`src/rtl/router_pkg.sv`:
```
// router_pkg
//   Shared router definitions: default packet width, FSM state encoding for
//   output-register stages, and requester IDs for the cw/ccw input buffers.
//   No ports (package).
package router_pkg;

    localparam int unsigned DEFAULT_DATA_WIDTH = 64;

    // One-hot encoding of the one-entry output register occupancy
    typedef enum logic [1:0] {
        ST_EMPTY = 2'b01,
        ST_FULL  = 2'b10
    } state_t;

    // Requester IDs; also the bit index of each requester in req/gnt vectors
    localparam logic REQ_CW  = 1'b0;
    localparam logic REQ_CCW = 1'b1;

endpackage

```
`src/rtl/pe_output_arbiter_if.sv`:
```
// pe_output_arbiter_if
//   Bundles the cw/ccw buffer request/pop signals and the PE send/ready channel.
//   Signals:
//     cw_req, cw_data, cw_gnt    cw input buffer request, packet, pop strobe
//     ccw_req, ccw_data, ccw_gnt ccw input buffer request, packet, pop strobe
//     peso, pero, pedo           PE send (valid), PE ready, packet to PE
//   Modports:
//     master  the arbiter side (drives gnt strobes and the PE channel)
//     slave   the buffers/PE side
interface pe_output_arbiter_if
    import router_pkg::*;
#(
    parameter int unsigned DATA_WIDTH = DEFAULT_DATA_WIDTH
);
    logic                  cw_req;
    logic [DATA_WIDTH-1:0] cw_data;
    logic                  cw_gnt;
    logic                  ccw_req;
    logic [DATA_WIDTH-1:0] ccw_data;
    logic                  ccw_gnt;
    logic                  peso;
    logic                  pero;
    logic [DATA_WIDTH-1:0] pedo;

    modport master (
        input  cw_req, cw_data, ccw_req, ccw_data, pero,
        output cw_gnt, ccw_gnt, peso, pedo
    );

    modport slave (
        output cw_req, cw_data, ccw_req, ccw_data, pero,
        input  cw_gnt, ccw_gnt, peso, pedo
    );
endinterface

```
`src/rtl/rr_arb2.sv`:
```
// rr_arb2
//   Two-way round-robin arbiter. Grant is combinational from i_req and the
//   registered pointer; the pointer moves to the losing side on every grant.
//   Ports:
//     clk, rst  clock, synchronous active-high reset (pointer -> cw)
//     i_req     [REQ_CW]=cw request, [REQ_CCW]=ccw request
//     i_en      grants are issued only while high
//     o_gnt     one-hot (or zero) grant, same indexing as i_req
module rr_arb2
    import router_pkg::*;
(
    input  logic       clk,
    input  logic       rst,
    input  logic [1:0] i_req,
    input  logic       i_en,
    output logic [1:0] o_gnt
);
    logic r_ptr;
    logic w_win;

    always_comb begin
        o_gnt = '0;
        w_win = r_ptr;
        case (i_req)
            2'b01:   w_win = REQ_CW;
            2'b10:   w_win = REQ_CCW;
            default: w_win = r_ptr;   // both high: pointer side wins
        endcase
        if (i_en && (|i_req)) begin
            o_gnt[w_win] = 1'b1;
        end
    end

    always_ff @(posedge clk) begin
        if (rst) begin
            r_ptr <= REQ_CW;
        end else if (|o_gnt) begin
            r_ptr <= ~w_win;
        end
    end
endmodule

```
`src/rtl/pe_output_arbiter.sv`:
```
// pe_output_arbiter
//   Shares the PE-bound output channel between the cw and ccw input buffers.
//   A round-robin winner is popped whenever the one-entry output register is
//   free; the register then offers the packet to the PE via peso/pero.
//   Ports:
//     clk, rst         clock, synchronous active-high reset
//     bus (master)     buffer req/data/gnt and PE peso/pero/pedo
//     cw_cnt, ccw_cnt  saturating counts of packets popped from each side
module pe_output_arbiter
    import router_pkg::*;
#(
    parameter int unsigned DATA_WIDTH = DEFAULT_DATA_WIDTH,
    parameter int unsigned CNT_WIDTH  = 16
)(
    input  logic                 clk,
    input  logic                 rst,
    pe_output_arbiter_if.master  bus,
    output logic [CNT_WIDTH-1:0] cw_cnt,
    output logic [CNT_WIDTH-1:0] ccw_cnt
);
    state_t                r_state;
    state_t                w_next;
    logic [DATA_WIDTH-1:0] r_pedo;
    logic [CNT_WIDTH-1:0]  r_cw_cnt;
    logic [CNT_WIDTH-1:0]  r_ccw_cnt;
    logic                  w_free;
    logic                  w_load;
    logic [1:0]            w_req;
    logic [1:0]            w_gnt;

    // Free when empty, or when the held packet leaves on this same edge
    assign w_free = (r_state == ST_EMPTY) || ((r_state == ST_FULL) && bus.pero);

    assign w_req[REQ_CW]  = bus.cw_req;
    assign w_req[REQ_CCW] = bus.ccw_req;

    // Gating with rst keeps pop strobes quiet while reset is held
    rr_arb2 u_arb (
        .clk   (clk),
        .rst   (rst),
        .i_req (w_req),
        .i_en  (w_free && !rst),
        .o_gnt (w_gnt)
    );

    assign w_load      = |w_gnt;
    assign bus.cw_gnt  = w_gnt[REQ_CW];
    assign bus.ccw_gnt = w_gnt[REQ_CCW];
    assign bus.pedo    = r_pedo;
    assign cw_cnt      = r_cw_cnt;
    assign ccw_cnt     = r_ccw_cnt;

    always_ff @(posedge clk) begin
        if (rst) begin
            r_state <= ST_EMPTY;
        end else begin
            r_state <= w_next;
        end
    end

    always_comb begin
        w_next   = r_state;
        bus.peso = 1'b0;
        case (r_state)
            ST_EMPTY: begin
                if (w_load) w_next = ST_FULL;
            end
            ST_FULL: begin
                bus.peso = 1'b1;
                if (bus.pero && !w_load) w_next = ST_EMPTY;
            end
            default: w_next = ST_EMPTY;
        endcase
    end

    always_ff @(posedge clk) begin
        if (rst) begin
            r_pedo    <= '0;
            r_cw_cnt  <= '0;
            r_ccw_cnt <= '0;
        end else begin
            if (w_load) begin
                r_pedo <= w_gnt[REQ_CCW] ? bus.ccw_data : bus.cw_data;
            end
            if (w_gnt[REQ_CW] && (r_cw_cnt != '1)) begin
                r_cw_cnt <= r_cw_cnt + CNT_WIDTH'(1);
            end
            if (w_gnt[REQ_CCW] && (r_ccw_cnt != '1)) begin
                r_ccw_cnt <= r_ccw_cnt + CNT_WIDTH'(1);
            end
        end
    end
endmodule

```
`src/flat_wrapper.sv`:
```
// flat-port wrapper written by rule: the top's interface ports become plain ports
module pe_output_arbiter_flat import router_pkg::*;
#(
    parameter int unsigned DATA_WIDTH = DEFAULT_DATA_WIDTH,
    parameter int unsigned CNT_WIDTH  = 16
)
  (clk, rst, cw_cnt, ccw_cnt, bus_cw_req, bus_cw_data, bus_ccw_req, bus_ccw_data, bus_pero, bus_cw_gnt, bus_ccw_gnt, bus_peso, bus_pedo);
  pe_output_arbiter_if #(.DATA_WIDTH(DATA_WIDTH)) bus_i ();
  input  logic clk;
  input  logic rst;
  output logic [CNT_WIDTH-1:0] cw_cnt;
  output logic [CNT_WIDTH-1:0] ccw_cnt;
  input wire logic [$bits(bus_i.cw_req)-1:0] bus_cw_req;
  input wire logic [$bits(bus_i.cw_data)-1:0] bus_cw_data;
  input wire logic [$bits(bus_i.ccw_req)-1:0] bus_ccw_req;
  input wire logic [$bits(bus_i.ccw_data)-1:0] bus_ccw_data;
  input wire logic [$bits(bus_i.pero)-1:0] bus_pero;
  output wire logic [$bits(bus_i.cw_gnt)-1:0] bus_cw_gnt;
  output wire logic [$bits(bus_i.ccw_gnt)-1:0] bus_ccw_gnt;
  output wire logic [$bits(bus_i.peso)-1:0] bus_peso;
  output wire logic [$bits(bus_i.pedo)-1:0] bus_pedo;
  assign bus_i.cw_req = bus_cw_req;
  assign bus_i.cw_data = bus_cw_data;
  assign bus_i.ccw_req = bus_ccw_req;
  assign bus_i.ccw_data = bus_ccw_data;
  assign bus_i.pero = bus_pero;
  assign bus_cw_gnt = bus_i.cw_gnt;
  assign bus_ccw_gnt = bus_i.ccw_gnt;
  assign bus_peso = bus_i.peso;
  assign bus_pedo = bus_i.pedo;
  pe_output_arbiter #(.DATA_WIDTH(DATA_WIDTH), .CNT_WIDTH(CNT_WIDTH)) u_core (.clk(clk), .rst(rst), .bus(bus_i), .cw_cnt(cw_cnt), .ccw_cnt(ccw_cnt));
endmodule
```
`config.mk`:
```
export PLATFORM = sky130hd
export DESIGN_NAME = pe_output_arbiter_flat
export DESIGN_NICKNAME = d
export VERILOG_FILES = /design/src/rtl/router_pkg.sv /design/src/rtl/pe_output_arbiter_if.sv /design/src/rtl/rr_arb2.sv /design/src/rtl/pe_output_arbiter.sv /design/src/flat_wrapper.sv
export SDC_FILE = /design/constraint.sdc
export NUM_CORES = 1
export LEC_CHECK = 0
export CAP_MARGIN = 40
export CELL_PAD_IN_SITES_DETAIL_PLACEMENT = 0
export CELL_PAD_IN_SITES_GLOBAL_PLACEMENT = 1
export CORE_MARGIN = 2
export CORE_UTILIZATION = 47
export DETAILED_ROUTE_END_ITERATION = 8
export DONT_BUFFER_PORTS = 1
export PLACE_DENSITY = 0.95
export SYNTH_ARGS = -nofsm -noshare
export SYNTH_HDL_FRONTEND = slang
export SYNTH_SLANG_ARGS = --single-unit
```
`constraint.sdc`:
```
create_clock -name clk -period 7.1 [get_ports clk]
set_clock_uncertainty 0.2 [all_clocks]
set_input_delay 1.42 -clock clk [delete_from_list [all_inputs] [get_ports clk]]
set_output_delay 1.42 -clock clk [all_outputs]
set_load 0.05 [all_outputs]
```
# Word-level counts from Yosys, hierarchy flattened
# Cells that the tools add are included.
# word_totals
reg_bits	99
latchBits	0
mem_bits_rw	0
romBits	0
inputBits	133
memories	0
# classes
add_sub_neg	2
n_mul	0
div	0
order_cmp	2
n_eq_ne	8
shifts	0
muxes	9
bitwise	1
reduce_logical	13
# op_table
cell	count
2-to-1 mux 64 bit	1
adder 16 x 1 -> 16 bit, second input constant	2
!= test 16 bit, second input constant	2
logical AND 1 bit	7
2-to-1 mux 2 bit	3
equality test 2 x 1 -> 1 bit, second input constant	2
equality test 2 bit, second input constant	2
one-hot mux 2 bit (2 select lines)	1
OR reduction 2 bit	2
logical NOT 1 bit	2
less-than comparator 1 x 2 -> 1 bit, second input constant	1
2-to-1 mux 1 bit	2
!= test 2 x 1 -> 1 bit, second input constant	1
!= test 2 bit, second input constant	1
one-hot mux 1 bit (2 select lines)	1
AND reduction 2 bit	1
demux 1 bit (select 1 bit)	1
>= comparator 1 bit, second input constant	1
logical OR 1 bit	1
inverter 1 bit	1

# Logic depth before layout (Yosys ltp)
# logic_depth
depth_word	12
depth_mapped	8
depth_no_buf	7

# Hierarchy
# Synthesis repeated with hierarchy kept, for this count alone.
# hier_totals
cells_unflattened	571
hier_area_um2	4728.3
# modules_own_cells
mod	instances	cells_each	area_per_inst_um2	seq_area_each_um2
pe_output_arbiter	1	558	4613.2	1961.9
rr_arb2	1	13	115.1	20.0

# Worst setup path after synthesis
# No wires, ideal clock.
# synth_timing
path_type	in2out
from	input port bus_ccw_req
to	output port bus_ccw_gnt
arrival_time_ns	2.901
t_required_ns	5.480
slack_ns	2.579
cell_stages	5
n_path_buf	1
cell_sequence	inv_1 -> ha_1 -> mux2i_4 -> clkbuf_1 -> nor2_1
# synth_via
elab_chain_len	7
# synth_rtl
element	line_no	text
start: declaration	flat_wrapper.sv:15	input wire logic [$bits(bus_i.ccw_req)-1:0] bus_ccw_req;
equality test 2 bit / equality test 2 x 1 -> 1 bit (equally long branches)	rr_arb2.sv:24	case (i_req)
one-hot mux 1 bit (2 select lines)	rr_arb2.sv:24	
less-than comparator 1 x 2 -> 1 bit (implied by the code) / >= comparator 1 bit (equally long branches)	rr_arb2.sv:30	o_gnt[w_win] = 1'b1;
logical AND 1 bit (implied by the code)	rr_arb2.sv:30	
2-to-1 mux 1 bit (implied by the code)	rr_arb2.sv:30	
demux 1 bit (select 1 bit)	rr_arb2.sv:30	
2-to-1 mux 2 bit (*)	rr_arb2.sv:29	if (i_en && (|i_req)) begin
end: declaration	flat_wrapper.sv:19	output wire logic [$bits(bus_i.ccw_gnt)-1:0] bus_ccw_gnt;
# Mark *: on every way between the ends. The rest lies on a longest branch, timed or not.

# Final worst setup path
# layout_timing
from	input port bus_cw_req
to	output port bus_ccw_gnt
# layout_via
elab_chain_len	7
# layout_rtl
element	line_no	text
start: declaration	flat_wrapper.sv:13	input wire logic [$bits(bus_i.cw_req)-1:0] bus_cw_req;
equality test 2 bit / equality test 2 x 1 -> 1 bit (equally long branches)	rr_arb2.sv:24	
one-hot mux 1 bit (2 select lines)	rr_arb2.sv:24	
less-than comparator 1 x 2 -> 1 bit (implied by the code) / >= comparator 1 bit (equally long branches)	rr_arb2.sv:30	
logical AND 1 bit (implied by the code)	rr_arb2.sv:30	
2-to-1 mux 1 bit (implied by the code)	rr_arb2.sv:30	
demux 1 bit (select 1 bit)	rr_arb2.sv:30	
2-to-1 mux 2 bit (*)	rr_arb2.sv:29	
# Marks and branches as above.

==> flow_summary.yaml <==
pwr:
  power_switching_w: 0.000469
  p_int_w: 0.000795
  p_per_area_nw_per_um2: 265
  p_leak_nw: 1.65
  ir_drop_uv: 123
  p_seq_share_pct: 61.1
  p_clk_share_pct: 26.5
  combPwrFrac_pct: 12.3
  p_total_w: 0.00126
  swShare_pct: 37.1
layout:
  final_common_cell: "nand2_1"
  nets: 674
  num_antenna_cells: 0
  drive_gt1_share_pct: 6.83
  syn_to_final_growth_pct: 4.70
  fillers: 887
  final_cell_mix: "nand2_1 (142), dfxtp_1 (99), nor2_1 (94)"
  utilization_pct: 51.1
floorplan:
  num_rows: 35
  die_area_um2: 10500
  placeableCoreArea_um2: 9330
  initial_utilization_pct: 48.8
  die_h_um: 102
  die_w_um: 102
  io_pins: 232
drt:
  via_count: 3841
  route.detailed.drc: 0
  first_iter_violations: 130
  firstDrtPassIters: 4
  wire_per_inst_um: 17.0
  drt.antenna.violating_nets: 0
  avgViaCountPerCell: 5.72
  routed_wl_um: 11400
place:
  routabilityCongestion: 0.853
  port_buffers: 0
  hpwl_um: 8050
setup_path:
  reg2reg_to: "u_core.ccw_cnt[12]$_SDFFE_PP0P_"
  path_delay_family: "simple AND/OR/NAND/NOR gates"
  cp_cell_sequence: "inv_1, ha_1, mux2i_4, buf_4, nor2_1"
  cp_data_required_time_ps: 5480
  r2r_cells: 6
  cp-startpoint: "bus_cw_req"
  regToRegSetupSlack_ps: 4280
  rr_startpoint: "u_core.ccw_cnt[0]$_SDFFE_PP0P_"
  endpoint_kind: "output port"
  slowest_stage: "nor2_1"
  path_class: "in2out"
  crit_path_max_fanout: 69
  crit_buf_inv: 2
  cp-start-kind: "primary input"
  slowest_delay_ps: 780
  crit_arrival_ps: 3180
sta:
  fmax_ghz: 0.208
  setup_violations: 0
  setup_tns_ps: 0
  whs_ps: 317
  worstMarginPinSlew_ps: 883
  hold_viol: 0
  slew_headroom_pct: 40.9
  rsz0062_at_grt: "no"
  min_period_over_period_pct: 67.6
  fin_crit_ps: 4800
  slew_viol_final: 0
hold_path:
  hold_start: "u_core.u_arb.r_ptr$_SDFFE_PP0P_"
  hold_path_end: "u_core.u_arb.r_ptr$_SDFFE_PP0P_"
  hp-class: "reg2reg"
  min_path_cells: 2
logic_synthesis:
  synth-seq-cells: 99
  seq_area_frac_synth_pct: 43.5
  synth_area_leaders: "dfxtp_1 (44%), a311oi_1 (12%), nand2_1 (12%)"
  synth_area_leader_cell: "dfxtp_1"
  async_reset_ff_share_pct: 0
  syn-num-nets: 699
  syn_area_um2: 4560
  ys_types: 47
  synthFlopType: "dfxtp_1"
  ys_warn_count: 0
  synth.avg_cell_area_um2: 8.11
  synth_edf_count: 0
  netlist_instances: 562
  synth_top_area_share_pct: 43.5
global_routing:
  grt_max_degree: 101
  grt_antenna_before_repair: 0
  grt_pass1_vias: 3459
  track_usage_pct: 19.9
  overflow: 0
  grt_pass1_wl_um: 16700
clocking:
  root_buffer: "clkbuf_8"
  cts_resized: 0
  cts_setup_buffers: 0
  cts_max_level: 3
  clk_pin_slew_ps: 100
  cts-buffers-inserted: 9
  clk_latency_ps: 350
  cts_tree: "done"
  max-clock-path-buffers: 2
  cts_num_sinks: 99
  cts-hold-fix-buffers: 0
status:
  status: "complete, no violations"
job:
  max_cap_viol_count: 0
worst reg2reg max path, cell delays in order, from the launching register on:
cell and delay, ps:
dfxtp_1 810, ha_1 350, nand4_1 180, and2b_1 320
nor4b_2 390, nand3_1 140, mux2_1 340
state kept, by name, indices dropped and copies added (netlist names):
name and cells:
u_core.u_arb.r_ptr 1, u_core.bus.pedo 64, u_core.cw_cnt 16, u_core.r_state 2
u_core.ccw_cnt 16
how the worst max path moves through the flow:
stage	endpoint	slack [ps]	cells past startpoint
floorplan	bus_ccw_gnt	2580	5
global placement	bus_ccw_gnt	2350	5
detailed placement	bus_ccw_gnt	2330	5
CTS	bus_ccw_gnt	2330	5
global route	bus_ccw_gnt	2250	5
finish	bus_ccw_gnt	2300	5
cells in the mapped netlist (2+ instances only):
master / instances
a21oi_1: 6
nand3_1: 11
nor3_1: 8
nor2b_1: 2
and3_1: 5
and2b_1: 2
buf_2: 9
nand2_1: 142
a2111oi_0: 2
inv_1: 8
o21ai_0: 2
ha_1: 4
nand2b_1: 3
nor4_1: 6
dfxtp_1: 99
buf_1: 11
a311oi_1: 64
nor4_2: 2
nor2_1: 94
mux2i_1: 4
a31o_2: 2
nor4b_2: 3
clkbuf_1: 20
xnor2_1: 22
nand4_1: 9
cell type report:
type | instances | area [µm²] | share of cell area, %
Multi-Input combinational cell | 414 | 2380 | 49.9
Clock inverter | 4 | 35.0 | 0.735
Clock buffer | 12 | 145 | 3.04
Tap cell | 129 | 161 | 3.38
Inverter | 8 | 30.0 | 0.630
Sequential cell | 99 | 1980 | 41.6
Timing Repair Buffer | 5 | 37.5 | 0.787
logic make-up (layout without fill, tap and decap cells):
kind of cell	Yosys count	count (layout)	synth area share, %
mux	7	7	1.87
compound gates	83	83	15.6
flops	99	99	43.5
fa+ha+maj	4	4	1.10
simple gates	298	298	29.3
xor+xnor	22	22	4.23
buf+inv	49	29	4.45
power groups by stage:
stage          logic [W]  registers, W  clock network (W)
3_5_place_dp    0.000158      0.000786                  0
3_3_place_gp    0.000151      0.000786                  0
6_report        0.000156      0.000773           0.000335
5_1_grt         0.000178      0.000778           0.000369
4_1_cts         0.000158      0.000774           0.000345
2_1_floorplan   0.000145      0.000773                  0
per-layer routing:
layer	share of wire (%)	up-vias	GRT usage, %
li1	-	1912	-
met1	39	1766	23.4
met2	50	147	33.9
met3	8.9	16	6.70
met4	1.7	0	7.08
met5	0	-	0
per-stage QoR:
step	std cells	setup slack, ps	area (µm²)
after floorplan	562	2580	4560
after global placement	654	2350	4580
after detailed placement	655	2330	4590
after CTS	671	2330	4770
after global routing	671	2250	4770
final	671	2300	4770
Power figures use the tool's default switching activity.
